===== config.mk =====
export PLATFORM = sky130hd
export DESIGN_NAME = debounce_edge
export DESIGN_NICKNAME = d
export VERILOG_FILES = /design/src/rtl/debounce_edge.sv
export SDC_FILE = /design/constraint.sdc
export NUM_CORES = 1
export LEC_CHECK = 0
export CAP_MARGIN = 10
export CORE_MARGIN = 4
export CORE_UTILIZATION = 48
export CTS_BUF_LIST = sky130_fd_sc_hd__clkbuf_16
export CTS_CLUSTER_DIAMETER = 80
export CTS_CLUSTER_SIZE = 40
export DETAILED_ROUTE_END_ITERATION = 10
export PLACE_DENSITY = 0.84
export REMOVE_ABC_BUFFERS = 1
export SYNTH_ARGS = -nofsm -noshare
export SYNTH_HDL_FRONTEND = slang
export SYNTH_SLANG_ARGS = --single-unit

===== constraint.sdc =====
create_clock -name clk -period 1.55 [get_ports clk]
set_input_delay 0.31 -clock clk [delete_from_list [all_inputs] [get_ports clk]]
set_output_delay 0.31 -clock clk [all_outputs]
set_load 0.005 [all_outputs]

===== src/rtl/debounce_edge.sv =====
// debounce_edge: synchronize and debounce a raw input, expose level/prev, rise/fall strobes and a rise counter
module debounce_edge #(
    parameter int DEBOUNCE_CYCLES = 4,
    parameter int CNT_W           = 8
) (
    input  logic             clk,
    input  logic             rst_n,
    input  logic             din,
    input  logic             clr,
    output logic             level,
    output logic             prev,
    output logic             rise,
    output logic             fall,
    output logic [CNT_W-1:0] count
);
    localparam int DW = $clog2(DEBOUNCE_CYCLES + 1);
    localparam logic [DW-1:0] LAST = DW'(DEBOUNCE_CYCLES - 1);

    typedef enum logic [1:0] {STABLE_LO, WAIT_HI, STABLE_HI, WAIT_LO} state_t;

    state_t           state_q, state_d;
    logic [DW-1:0]    dcnt_q, dcnt_d;
    logic             level_q, level_d;
    logic             prev_q, s1_q, s2_q;
    logic [CNT_W-1:0] count_q;

    // two-flop synchronizer; only s2 is consumed downstream
    always_ff @(posedge clk or negedge rst_n) begin
        if (!rst_n) begin
            s1_q <= 1'b0;
            s2_q <= 1'b0;
        end else begin
            s1_q <= din;
            s2_q <= s1_q;
        end
    end

    // debounce state, counter and level registers
    always_ff @(posedge clk or negedge rst_n) begin
        if (!rst_n) begin
            state_q <= STABLE_LO;
            dcnt_q  <= '0;
            level_q <= 1'b0;
        end else begin
            state_q <= state_d;
            dcnt_q  <= dcnt_d;
            level_q <= level_d;
        end
    end

    // next state: level flips only after N consecutive disagreeing samples
    always_comb begin
        state_d = state_q;
        dcnt_d  = dcnt_q;
        level_d = level_q;
        unique case (state_q)
            STABLE_LO: if (s2_q) begin
                dcnt_d = DW'(1);
                if (DEBOUNCE_CYCLES == 1) begin
                    level_d = 1'b1;
                    state_d = STABLE_HI;
                end else begin
                    state_d = WAIT_HI;
                end
            end
            WAIT_HI: if (!s2_q) begin
                dcnt_d  = '0;
                state_d = STABLE_LO;
            end else if (dcnt_q == LAST) begin
                level_d = 1'b1;
                dcnt_d  = '0;
                state_d = STABLE_HI;
            end else begin
                dcnt_d = dcnt_q + DW'(1);
            end
            STABLE_HI: if (!s2_q) begin
                dcnt_d = DW'(1);
                if (DEBOUNCE_CYCLES == 1) begin
                    level_d = 1'b0;
                    state_d = STABLE_LO;
                end else begin
                    state_d = WAIT_LO;
                end
            end
            WAIT_LO: if (s2_q) begin
                dcnt_d  = '0;
                state_d = STABLE_HI;
            end else if (dcnt_q == LAST) begin
                level_d = 1'b0;
                dcnt_d  = '0;
                state_d = STABLE_LO;
            end else begin
                dcnt_d = dcnt_q + DW'(1);
            end
        endcase
    end

    // delayed level and rise counter; clear beats a simultaneous rise
    always_ff @(posedge clk or negedge rst_n) begin
        if (!rst_n) begin
            prev_q  <= 1'b0;
            count_q <= '0;
        end else begin
            prev_q  <= level_q;
            count_q <= clr ? '0 : rise ? count_q + CNT_W'(1) : count_q;
        end
    end

    assign level = level_q;
    assign prev  = prev_q;
    assign rise  = level_q & ~prev_q;
    assign fall  = ~level_q & prev_q;
    assign count = count_q;
endmodule


== Word-level counts from Yosys, hierarchy flattened ==
Index checks and enable logic that the tools add are counted.

* Add/sub/neg operators: 2
* Eq/ne operators: 12
* Muxes and demuxes: 20
* Bitwise gates (word level): 4
* Reduce and logical (&&, ||, !) cells: 6

{| class="wikitable"
|+ Operators by type and width
! operator !! count
|-
| 8-bit two-way mux || 2
|-
| 3-bit two-way mux || 5
|-
| 2-bit two-way mux || 6
|-
| 2-bit inequality test (second input constant) || 6
|-
| 3-bit case mux with 4 select lines || 1
|-
| 8-bit by 1-bit adder with 8-bit output (second input constant) || 1
|-
| 2-bit case mux with 4 select lines || 1
|-
| 3-bit inequality test (second input constant) || 2
|-
| 5-bit AND reduction || 1
|-
| 2-bit == test (second input constant) || 2
|-
| 1-bit two-way mux || 4
|-
| 4-bit AND reduction || 1
|-
| 2-bit nonzero test || 2
|-
| 3-bit by 1-bit adder with 3-bit output (second input constant) || 1
|-
| 3-bit by 2-bit == test with 1-bit output (second input constant) || 1
|-
| 1-bit bitwise AND || 2
|-
| 2-bit by 1-bit == test with 1-bit output (second input constant) || 1
|-
| 2-bit logical NOT || 1
|-
| 1-bit inverter || 2
|-
| 1-bit case mux with 2 select lines || 1
|-
| 2-bit AND reduction || 1
|}

* Bits in registers: 17
* Bits of input ports: 4
* Output and inout port bits: 12
* Word-level logic and storage cells: 51

== Longest topological paths before layout ==
* Depth after elaboration: 4
* Mapped depth: 4
* Gate-level depth less buffers: 4

== Worst setup path before layout ==
No wires, ideal clock.

* Path kind: reg-to-reg
* Start: register prev_q, in the netlist prev
* End: register count_q[7], in the netlist count[7]
* Library setup time: 78 ps
* Arrival: 1236 ps
* Required time: 1472 ps
* Setup slack: 236 ps
* Cell stages (with the launch flop): 4
* Path buffers: 0
* Period minus slack after synthesis: 1314 ps
* Cells stage by stage: dfrtp_1 > nand4b_2 > or4_1 > a21oi_1

* Cells in the longest elaborated chain, start to end: 3

{| class="wikitable"
|+ Ends and longest elaborated chain
! item !! line !! source
|-
| from (decl) || 24 || <nowiki>logic prev_q, s1_q, s2_q;</nowiki>
|-
| from (signal assigned) || 104 || <nowiki>prev_q <= level_q;</nowiki>
|-
| 1-bit inverter || 111 || <nowiki>assign rise = level_q & ~prev_q;</nowiki>
|-
| 1-bit bitwise AND || 111 ||
|-
| 2-bit nonzero test (no source line) || -- ||
|-
| to (signal assigned) || 105 || <nowiki>count_q <= clr ? '0 : rise ? count_q + CNT_W'(1) : count_q;</nowiki>
|-
| to (decl) || 25 || <nowiki>logic [CNT_W-1:0] count_q;</nowiki>
|}

No other way between the ends.
A chain may end at the register's enable or synchronous reset.

== Worst setup path in the final report ==
Same ends and word-level chain as after synthesis.

==> results.py <==
metrics = {
    "logic_synthesis": {
        "synth-async-reset-ratio_pct": 100,
        "syn_inst": 67,
        "synth.cell_area_um2": 753,
        "ys_seq_area_share_pct": 56.5,
        "syn_area_per_cell_um2": 11.2,
        "ys.flop_type": "dfrtp_1",
        "synth.area.top_cells": "dfrtp_1 56%, o21ai_0 5.3%, a21oi_1 4.0%",
        "synth_area_leader_cell": "dfrtp_1",
        "synth.most_common_cell": "dfrtp_1",
        "synth_enable_flop_cells": 0,
        "ys_ff_latch": 17,
        "ys_types": 26,
        "ys_top_cells_by_count": "17 x dfrtp_1, 8 x o21ai_0, 6 x a21oi_1",
        "yosys_warnings": 0,
        "synth_top_area_share_pct": 56.5,
    },
    "worst_setup_path": {
        "timing.critical_path.buf_inv": 1,
        "criticalPathCategory": "reg2reg",
        "cp-start-kind": "flip-flop",
        "max_stage_delay_ps": 500,
        "crit_fanout": 6,
        "cp.arrival_ps": 1680,
        "cpMaxStageDelayCell": "or4_4",
        "cp_top_family": "simple AND/OR/NAND/NOR gates",
        "crit_path_cell_trace": "buf_4 -> nand4b_4 -> or4_4 -> a21oi_1",
        "crit_required_ps": 1720,
        "cp-end-kind": "flip-flop",
    },
    "floorplanning": {
        "die_h_um": 47.6,
        "die_x_um": 47.6,
        "pin_count": 16,
        "dieArea_mm2": 0.00227,
        "start_util_pct": 50.6,
        "num_rows": 14,
        "core-area_mm2": 0.00149,
    },
    "cells_and_area": {
        "syn2layout_area_growth_pct": 45.5,
        "diodes": 0,
        "drive_above_1_share_pct": 26.3,
        "final_area_mm2": 0.00110,
        "nets": 102,
        "fill_cells": 102,
    },
    "clock_tree": {
        "ctsHtreeMaxLevel": 1,
        "clock_path_buffers": 2,
        "numCtsBuffers": 3,
        "numClockSinks": 17,
        "cts.clk_slew.worst_paths_ps": 50,
        "clockRootBuffer": "clkbuf_16",
        "clk_latency_ps": 250,
        "cts_tree": "built",
    },
    "grt": {
        "grt_pass1_vias": 594,
        "track_usage_pct": 17.9,
        "antenna_found_initial": 0,
        "grt_max_degree": 18,
        "overflow": 0,
        "grt_pass1_wl_mm": 2.75,
    },
    "sta": {
        "setup_viol": 0,
        "fin_crit_ps": 1510,
        "post-route-period-util_pct": 97.6,
        "slew_violations": 0,
        "slew_headroom_pct": 78.8,
        "finalClockSkew_ps": 3.52,
        "fmax_mhz": 661,
        "tightest_slew_ps": 317,
        "final_hold_viol_count": 0,
    },
    "power_and_ir_drop": {
        "ir_drop_mv": 0.985,
        "power_uw": 1310,
        "leakage_uw": 0.000479,
        "power_density_mw_per_mm2": 1190,
    },
    "placed_design": {
        "port_buffers": 15,
        "placedInstanceArea_um2": 942,
        "dpl.hpwl_mm": 1.05,
        "gp_congestion": 0.730,
    },
    "flow_run": {
        "drv_cap": 0,
    },
    "drt": {
        "via_per_inst": 5.45,
        "wl_per_cell_um": 15.6,
        "dr.pass1.iters": 4,
        "postRouteAntennaNets": 0,
        "vias": 605,
        "drc": 0,
        "detail_route.iter0.violations": 15,
        "drt-total-wl_mm": 1.73,
    },
    "status": {
        "status": "complete, no violations",
    },
    "hold_path": {
        "hp-class": "reg2reg",
    },
}
==> worst paths after layout <==
kind	slack [ps]	endpoint	start	cells after the start
hold reg to reg	350	s2_q$_DFF_PN0_	s1_q$_DFF_PN0_	0
max in group asynchronous	960	count[0]$_DFFE_PN0P_	rst_n	2
setup / recovery	40	count[7]$_DFFE_PN0P_	prev$_DFF_PN0_	4
hold / removal	350	s2_q$_DFF_PN0_	s1_q$_DFF_PN0_	0
setup reg to reg	40	count[7]$_DFFE_PN0P_	prev$_DFF_PN0_	4
min in group asynchronous	390	count[5]$_DFFE_PN0P_	rst_n	2
==> through the flow <==
stage | worst slack (ps) | hold WS [ps] | setup TNS [ps] | util (%) | instances
2_1_floorplan | 237 | 14.4 | 0 | - | 66
3_3_place_gp | 198 | 340 | 0 | 63.3 | 100
3_5_place_dp | 139 | 338 | 0 | 63.3 | 100
4_1_cts | 1.01 | 354 | 0 | 71.3 | 108
5_1_grt | -0.121 | 366 | -0.121 | 73.6 | 111
6_report | 36.5 | 353 | 0 | 73.6 | 111
==> cells in the final DEF (no fill, tap or decap), types with 2 or more instances in the layout <==
cell and n:
nand2_1 2, ha_1 2, nand3b_1 2, nor2_1 4, or3_1 2, dfrtp_1 14, dfrtp_2 3, clkdlybuf4s50_1 11
o21a_1 2, o21ai_0 8, clkbuf_16 3, buf_4 10, a21oi_1 6, xnor2_1 3, inv_1 2, or3_2 2
==> routing by layer <==
layer	global-route usage, %	up-vias	routed length (um)
met3	3.38	2	103
met1	21.4	289	683
met4	8.06	0	8
li1	-	297	-
met5	0	-	0
met2	31.3	17	933
==> report_power, final <==
group	switching (uW)	internal, uW
Combinational	99.1	129
Clock	166	345
Sequential	64.9	502
Total	330	976
==> cells by family (layout without fill, tap and decap cells) <==
family / count (synthesis) / after routing / synth area share, %
fa+ha+maj: 2 / 2 / 3.32
buf+inv: 3 / 31 / 1.49
simple gates: 21 / 21 / 18.1
flops: 17 / 17 / 56.5
xor+xnor: 4 / 4 / 4.65
compound gates: 18 / 18 / 13.1
mux: 2 / 2 / 2.82
==> registers in the layout, indices dropped and copies added, names as in the netlist, named ones only <==
| register | cells |
|---|---|
| prev | 1 |
| count | 8 |
| dcnt_q | 3 |
| state_q | 1 |
| s2_q | 1 |
| level | 1 |
| s1_q | 1 |
==> worst reg2reg max path, cell delays in order (launching register included) <==
cell	delay (ps)
dfrtp_1	420
buf_4	150
nand4b_4	200
or4_4	510
a21oi_1	160
==> final cells by class <==
| type | instances | area, um2 | area share, % |
|---|---|---|---|
| clock inverters | 1 | 5.00 | 0.457 |
| clock buffers | 3 | 75.1 | 6.85 |
| repair buffers | 25 | 228 | 20.8 |
| flip-flops and latches | 17 | 429 | 39.2 |
| multi-input cells | 47 | 332 | 30.3 |
| inverters | 2 | 7.51 | 0.685 |
| well taps | 16 | 20.0 | 1.83 |
==> timing repair <==
action | CTS | global route
gates resized for setup | 6 | 6
buffers inserted | 4 | 3
cloned | 0 | 0
endpoints found under the setup margin | 3 | 6
hold buffers | 0 | 0
endpoints found under the hold margin | 0 | 0
Note: power is estimated with default switching activity, not from simulation.
